File: config.mk
export PLATFORM = sky130hd
export DESIGN_NAME = uart_tx_fifo
export DESIGN_NICKNAME = d
export VERILOG_FILES = /design/src/rtl/uart_tx_pkg.sv /design/src/rtl/uart_tx_fifo_buf.sv /design/src/rtl/uart_tx_fifo.sv
export SDC_FILE = /design/constraint.sdc
export NUM_CORES = 1
export LEC_CHECK = 0
export ABC_CLOCK_PERIOD_IN_PS = 9500
export CORE_ASPECT_RATIO = 1.4
export CORE_UTILIZATION = 35
export DETAILED_ROUTE_END_ITERATION = 10
export PLACE_DENSITY = 0.52
export SYNTH_ARGS = -nofsm -noshare
export SYNTH_HDL_FRONTEND = slang
export SYNTH_SLANG_ARGS = --single-unit
File: constraint.sdc
create_clock -name CLK -period 9.5 [get_ports CLK]
set_input_delay 1.9 -clock CLK [delete_from_list [all_inputs] [get_ports CLK]]
set_output_delay 1.9 -clock CLK [all_outputs]
set_load 0.02 [all_outputs]
File: src/rtl/uart_tx_pkg.sv
// Shared types and line-level constants for the buffered UART transmitter.
package uart_tx_pkg;

    typedef enum logic [2:0] {
        StIdle,
        StStart,
        StData,
        StParity,
        StStop
    } tx_state_e;

    localparam logic StartBit = 1'b0;
    localparam logic StopBit  = 1'b1;
    localparam logic IdleBit  = 1'b1;

endpackage

File: src/rtl/uart_tx_fifo_buf.sv
// Synchronous word FIFO feeding the UART transmitter; full is registered, empty is decoded.
module uart_tx_fifo_buf #(
    parameter int unsigned Width = 8,
    parameter int unsigned Depth = 4
) (
    input  logic             clk_i,
    input  logic             rst_i,
    input  logic             wr_en_i,
    input  logic [Width-1:0] wr_data_i,
    input  logic             rd_en_i,
    output logic [Width-1:0] rd_data_o,
    output logic             full_o,
    output logic             empty_o
);

    localparam int unsigned PtrW = $clog2(Depth);
    localparam int unsigned CntW = PtrW + 1;

    logic [Width-1:0] mem_q [Depth];
    logic [PtrW-1:0]  wr_ptr_q, wr_ptr_d;
    logic [PtrW-1:0]  rd_ptr_q, rd_ptr_d;
    logic [CntW-1:0]  count_q, count_d;
    logic             full_q, full_d;
    logic             push, pop;

    // A write is refused whenever full was set before this edge, even if a pop frees a slot now.
    assign push      = wr_en_i & ~full_q;
    assign pop       = rd_en_i & ~empty_o;
    assign empty_o   = (count_q == '0);
    assign full_o    = full_q;
    assign rd_data_o = mem_q[rd_ptr_q];

    always_comb begin
        wr_ptr_d = wr_ptr_q;
        rd_ptr_d = rd_ptr_q;
        count_d  = count_q;
        if (push) begin
            wr_ptr_d = wr_ptr_q + 1'b1;
        end
        if (pop) begin
            rd_ptr_d = rd_ptr_q + 1'b1;
        end
        case ({push, pop})
            2'b10:   count_d = count_q + 1'b1;
            2'b01:   count_d = count_q - 1'b1;
            default: count_d = count_q;
        endcase
        full_d = (count_d == CntW'(Depth));
    end

    always_ff @(posedge clk_i or posedge rst_i) begin
        if (rst_i) begin
            wr_ptr_q <= '0;
            rd_ptr_q <= '0;
            count_q  <= '0;
            full_q   <= 1'b0;
        end else begin
            wr_ptr_q <= wr_ptr_d;
            rd_ptr_q <= rd_ptr_d;
            count_q  <= count_d;
            full_q   <= full_d;
        end
    end

    always_ff @(posedge clk_i) begin
        if (push) begin
            mem_q[wr_ptr_q] <= wr_data_i;
        end
    end

endmodule

File: src/rtl/uart_tx_fifo.sv
// Buffered UART transmitter: FIFO-fed frame FSM with per-bit prescaler, optional parity, 1/2 stops.
module uart_tx_fifo
    import uart_tx_pkg::*;
#(
    parameter int unsigned DATA_WIDTH     = 8,
    parameter int unsigned DEPTH          = 4,
    parameter int unsigned PRESCALE_WIDTH = 8
) (
    input  logic                      CLK,
    input  logic                      RST,
    input  logic [DATA_WIDTH-1:0]     P_DATA,
    input  logic                      Data_valid,
    input  logic                      PAR_EN,
    input  logic                      PAR_TYP,
    input  logic                      STOP2,
    input  logic [PRESCALE_WIDTH-1:0] Prescale,
    output logic                      TX_OUT,
    output logic                      busy,
    output logic                      full
);

    localparam int unsigned BitW = $clog2(DATA_WIDTH);

    logic                      fifo_empty;
    logic                      fifo_pop;
    logic [DATA_WIDTH-1:0]     fifo_head;

    tx_state_e                 state_q, state_d;
    logic [DATA_WIDTH-1:0]     shreg_q, shreg_d;
    logic [BitW-1:0]           bit_cnt_q, bit_cnt_d;
    logic [PRESCALE_WIDTH-1:0] presc_cnt_q, presc_cnt_d;
    logic [PRESCALE_WIDTH-1:0] reload_q, reload_d;
    logic                      par_en_q, par_en_d;
    logic                      par_bit_q, par_bit_d;
    logic                      stop2_q, stop2_d;
    logic                      second_stop_q, second_stop_d;
    logic                      tx_q, tx_d;
    logic                      busy_q, busy_d;

    logic                      bit_end;
    logic                      start_frame;
    logic [PRESCALE_WIDTH-1:0] eff_reload;

    uart_tx_fifo_buf #(
        .Width (DATA_WIDTH),
        .Depth (DEPTH)
    ) u_buf (
        .clk_i     (CLK),
        .rst_i     (RST),
        .wr_en_i   (Data_valid),
        .wr_data_i (P_DATA),
        .rd_en_i   (fifo_pop),
        .rd_data_o (fifo_head),
        .full_o    (full),
        .empty_o   (fifo_empty)
    );

    // Counter runs Prescale-1 .. 0 per bit; a Prescale of 0 behaves as 1.
    assign eff_reload = (Prescale == '0) ? '0 : Prescale - 1'b1;
    assign bit_end    = (presc_cnt_q == '0);

    always_comb begin
        state_d       = state_q;
        shreg_d       = shreg_q;
        bit_cnt_d     = bit_cnt_q;
        presc_cnt_d   = presc_cnt_q;
        reload_d      = reload_q;
        par_en_d      = par_en_q;
        par_bit_d     = par_bit_q;
        stop2_d       = stop2_q;
        second_stop_d = second_stop_q;
        tx_d          = tx_q;
        busy_d        = busy_q;
        fifo_pop      = 1'b0;
        start_frame   = 1'b0;

        if (state_q != StIdle && !bit_end) begin
            presc_cnt_d = presc_cnt_q - 1'b1;
        end

        case (state_q)
            StIdle: begin
                tx_d   = IdleBit;
                busy_d = 1'b0;
                if (!fifo_empty) begin
                    start_frame = 1'b1;
                end
            end
            StStart: begin
                if (bit_end) begin
                    state_d     = StData;
                    bit_cnt_d   = '0;
                    tx_d        = shreg_q[0];
                    presc_cnt_d = reload_q;
                end
            end
            StData: begin
                if (bit_end) begin
                    presc_cnt_d = reload_q;
                    if (bit_cnt_q == BitW'(DATA_WIDTH - 1)) begin
                        if (par_en_q) begin
                            state_d = StParity;
                            tx_d    = par_bit_q;
                        end else begin
                            state_d       = StStop;
                            tx_d          = StopBit;
                            second_stop_d = 1'b0;
                        end
                    end else begin
                        bit_cnt_d = bit_cnt_q + 1'b1;
                        tx_d      = shreg_q[1];
                        shreg_d   = shreg_q >> 1;
                    end
                end
            end
            StParity: begin
                if (bit_end) begin
                    state_d       = StStop;
                    tx_d          = StopBit;
                    second_stop_d = 1'b0;
                    presc_cnt_d   = reload_q;
                end
            end
            StStop: begin
                if (bit_end) begin
                    if (stop2_q && !second_stop_q) begin
                        second_stop_d = 1'b1;
                        presc_cnt_d   = reload_q;
                    end else if (!fifo_empty) begin
                        start_frame = 1'b1;
                    end else begin
                        state_d = StIdle;
                        tx_d    = IdleBit;
                        busy_d  = 1'b0;
                    end
                end
            end
            default: begin
                state_d = StIdle;
                tx_d    = IdleBit;
                busy_d  = 1'b0;
            end
        endcase

        // Frame config is captured only here so mid-frame input changes affect the next frame.
        if (start_frame) begin
            fifo_pop    = 1'b1;
            shreg_d     = fifo_head;
            par_en_d    = PAR_EN;
            par_bit_d   = PAR_TYP ? ~^fifo_head : ^fifo_head;
            stop2_d     = STOP2;
            reload_d    = eff_reload;
            presc_cnt_d = eff_reload;
            state_d     = StStart;
            tx_d        = StartBit;
            busy_d      = 1'b1;
        end
    end

    always_ff @(posedge CLK or posedge RST) begin
        if (RST) begin
            state_q       <= StIdle;
            shreg_q       <= '0;
            bit_cnt_q     <= '0;
            presc_cnt_q   <= '0;
            reload_q      <= '0;
            par_en_q      <= 1'b0;
            par_bit_q     <= 1'b0;
            stop2_q       <= 1'b0;
            second_stop_q <= 1'b0;
            tx_q          <= IdleBit;
            busy_q        <= 1'b0;
        end else begin
            state_q       <= state_d;
            shreg_q       <= shreg_d;
            bit_cnt_q     <= bit_cnt_d;
            presc_cnt_q   <= presc_cnt_d;
            reload_q      <= reload_d;
            par_en_q      <= par_en_d;
            par_bit_q     <= par_bit_d;
            stop2_q       <= stop2_d;
            second_stop_q <= second_stop_d;
            tx_q          <= tx_d;
            busy_q        <= busy_d;
        end
    end

    assign TX_OUT = tx_q;
    assign busy   = busy_q;

endmodule

==> impl_results.md <==
* P_sw at 0.000441 W
* First-pass DRT Iterations at 4
* Clock Path Buffers at 2
* Cell Pwr Density at 301 nW/um^2
* DRT antenna net count at 0
* Core ar. at 10300 sq um
* Crit start category: input port
* Pwr Total at 0.00132 W
* Hold Path Class: reg2reg
* Fin nets at 367
* Inserted Diodes at 0
* Post-synthesis mux area share at 10.5%
* Post-CTS Resized at 0
* Initial DRC count at 88
* Sequential share of the synthesized area at 55.2%
* CTS Hold Bufs at 0
* Max_cap viols at 0
* Chip Height at 124 um
* Compound-gate portion of the synthesized area at 9.01%
* H-tree depth at 3
* TritonCTS clock tree: yes
* Worst Max-Slew Pin Slew at 0.666 ns
* Post-synth EDFFs at 32
* Post-CTS Setup Inserts at 0
* GRT overflow at 0
* Yosys top cell by area: dfrtp_1
* Switching Fraction at 33.3%
* RSZ-0062 raised after global routing: no
* Pin count of the biggest net entering global routing at 45
* FF+latch count, synth at 76
* Root Driver: clkbuf_16
* Die X at 89.3 um
* Vias per inst at 4.93
* Yosys cell types at 59
* Prevailing post-synth register cell: dfrtp_1
* Final period util at 39.5%
* Final hold viol count at 0
* Vias at 2356
* Clock power frac at 26.4%
* Minimum clock period at 3.76 ns
* Internal Dissipation at 0.000883 W
* Yosys warns at 0
* Peak VDD IR at 0.000119 V
* TritonCTS buffer count at 9
* Synth Area in Adders at 3.55%
* DRC errors left at 0
* Flop pwr share at 41.4%
* Setup TNS at 0 ns
* FP Rows at 44
* Area of the mapped netlist at 3730 sq um
* Largest family of logic cells by synthesized area: simple AND/OR/NAND/NOR gates
* Async SR Flop Fraction at 57.9%
* Final GP Congestion at 0.728
* Final setup violation count at 0
* Initial antenna violation count at 0
* Worst-path fanout max at 8
* Commonest non-fill, non-tap cell in the layout: dfrtp_1
* Hold slack final at 0.489 ns
* Dpl ws at 5.39 ns
* Synth top area share at 28.8%
* Status: completed
* Max Slew Vio Count at 0
* Clock slew at reported path FFs at 0.06 ns
* Syn avg cell area at 12.1 sq um
* Final Skew at 0.00765 ns
* XOR/XNOR Fraction of Synth Area at 4.56%
* First-pass GRT wire length at 11900 um
* Post-DP HPWL at 4910 um
* Number of global-route vias before repair at 2383
* Critical Path AT at 3.95 ns
* Die ar. at 11100 sq um
* Drt total wl at 7030 um
* # port buffers at 24
* Initial Utilization at 36.1%
* Utilization after layout at 42.6%
* Normalized max-slew margin at 55.3%
* Largest cells by area after synthesis: dfrtp_1, edfxtp_1, mux4_2
* Instance count of the mapped netlist at 308
* Leak pwr at 1.65 nW
* TritonCTS Sinks at 76
* Setup Crit Path Kind: in2reg
* I/O Pins at 25
* Drt wl/cell at 14.7 um
* Synth-to-Final Area Change at 18.0%
* Syn nets at 340
* Share of layout cells above drive strength 1 at 12.6%
* WP data required at 9.69 ns
* Post-Synth Simple-Gate Area at 13.7%
* CP endpoint kind: flop
* Skew-Pair Late Insertion Delay at 0.34 ns
* GR Util All Layers at 14.4%
* Comb pwr share at 32.2%
* Commonest cells after routing, fill and taps aside: dfrtp_1, nand2_1, edfxtp_1, clkdlybuf4s50_1, nor2_1
* Fmax at 0.266 GHz
* Worst setup margin at 5.74 ns
==> power by group through the flow <==
stage / sequential (W) / combinational, W / clock [W]
floorplan: 0.000516 / 0.000370 / 0
global placement: 0.000555 / 0.000429 / 0
detailed placement: 0.000554 / 0.000436 / 0
CTS: 0.000551 / 0.000436 / 0.000359
global route: 0.000565 / 0.000481 / 0.000372
finish: 0.000548 / 0.000426 / 0.000350
==> final timing paths <==
| check | slack [ns] | to | cells past startpoint | startpoint |
|---|---|---|---|---|
| worst max-delay path | 5.74 | reload_q[3] | 7 | Prescale[0] |
| worst min-delay path | 0.49 | reload_q[6] | 2 | reload_q[6] |
| worst max register to register | 5.80 | u_buf.full_o | 14 | presc_cnt_q[0] |
| worst min register to register | 0.49 | reload_q[6] | 2 | reload_q[6] |
| max in group asynchronous | 7.10 | presc_cnt_q[1] | 3 | RST |
| min in group asynchronous | 2.01 | u_buf.full_o | 3 | RST |
==> sequential cells by signal, indices dropped and copies added (netlist names) <==
register / cells
second_stop_q: 1
state_q: 3
stop2_q: 1
par_bit_q: 1
TX_OUT: 1
u_buf.count_q: 3
presc_cnt_q: 8
shreg_q: 8
u_buf.wr_ptr_q: 2
u_buf.rd_ptr_q: 2
u_buf.full_o: 1
reload_q: 8
par_en_q: 1
u_buf.mem_q: 32
busy: 1
bit_cnt_q: 3
==> synth_stat cells (2+ instances only) <==
library cell / number
clkbuf_1: 2
o31ai_1: 2
o22ai_1: 7
xnor2_1: 11
mux4_2: 7
o21ai_1: 9
nor4_4: 2
nor2_1: 22
nand2b_1: 3
and2_1: 4
inv_1: 17
a21oi_1: 7
nor3b_1: 4
buf_6: 2
o21ai_0: 12
ha_1: 9
a31oi_1: 5
nor3_1: 10
buf_2: 4
nand2_1: 32
xor2_1: 4
mux2i_1: 15
or4_1: 2
nor2b_1: 3
edfxtp_1: 32
nand3_1: 2
dfrtp_1: 43
mux2_2: 5
==> logic make-up (layout without fill, tap and decap cells) <==
logic type / after synthesis / count (layout)
buffers and inverters: 28 / 60
flip-flops: 76 / 76
multiplexers: 28 / 28
AND/OR/NAND/NOR: 95 / 95
XOR/XNOR: 17 / 17
AO/OA/AOI/OAI: 54 / 54
adder cells (fa/ha/maj): 10 / 10
==> routing by layer <==
layer | share of wire (%) | track usage, % | routed length, um
met1 | 43 | 17.0 | 3020
met2 | 52 | 23.9 | 3660
met3 | 2.5 | 3.59 | 176
met4 | 2.4 | 6.91 | 171
met5 | 0 | 0 | 0
==> final cells by class <==
class | instances | area (sq um)
multi-input cells | 204 | 1540
flip-flops and latches | 76 | 2060
well taps | 138 | 173
repair buffers | 26 | 255
fillers | 1011 | 5940
clock inverters | 7 | 80.1
inverters | 18 | 67.6
clock buffers | 9 | 225
==> critical path, stage by stage <==
cell             delay (ns)
clkdlybuf4s50_1        0.46
inv_1                  0.08
ha_1                   0.17
nor3b_1                0.47
nand2_1                0.19
o31ai_2                0.50
o21ai_0                0.19
==> through the flow <==
step           std cells  instance area [sq um]
2_1_floorplan        308                   3730
3_3_place_gp         462                   4100
3_5_place_dp         462                   4100
4_1_cts              478                   4410
5_1_grt              478                   4410
6_report             478                   4410
Power figures use the tool's default switching activity.
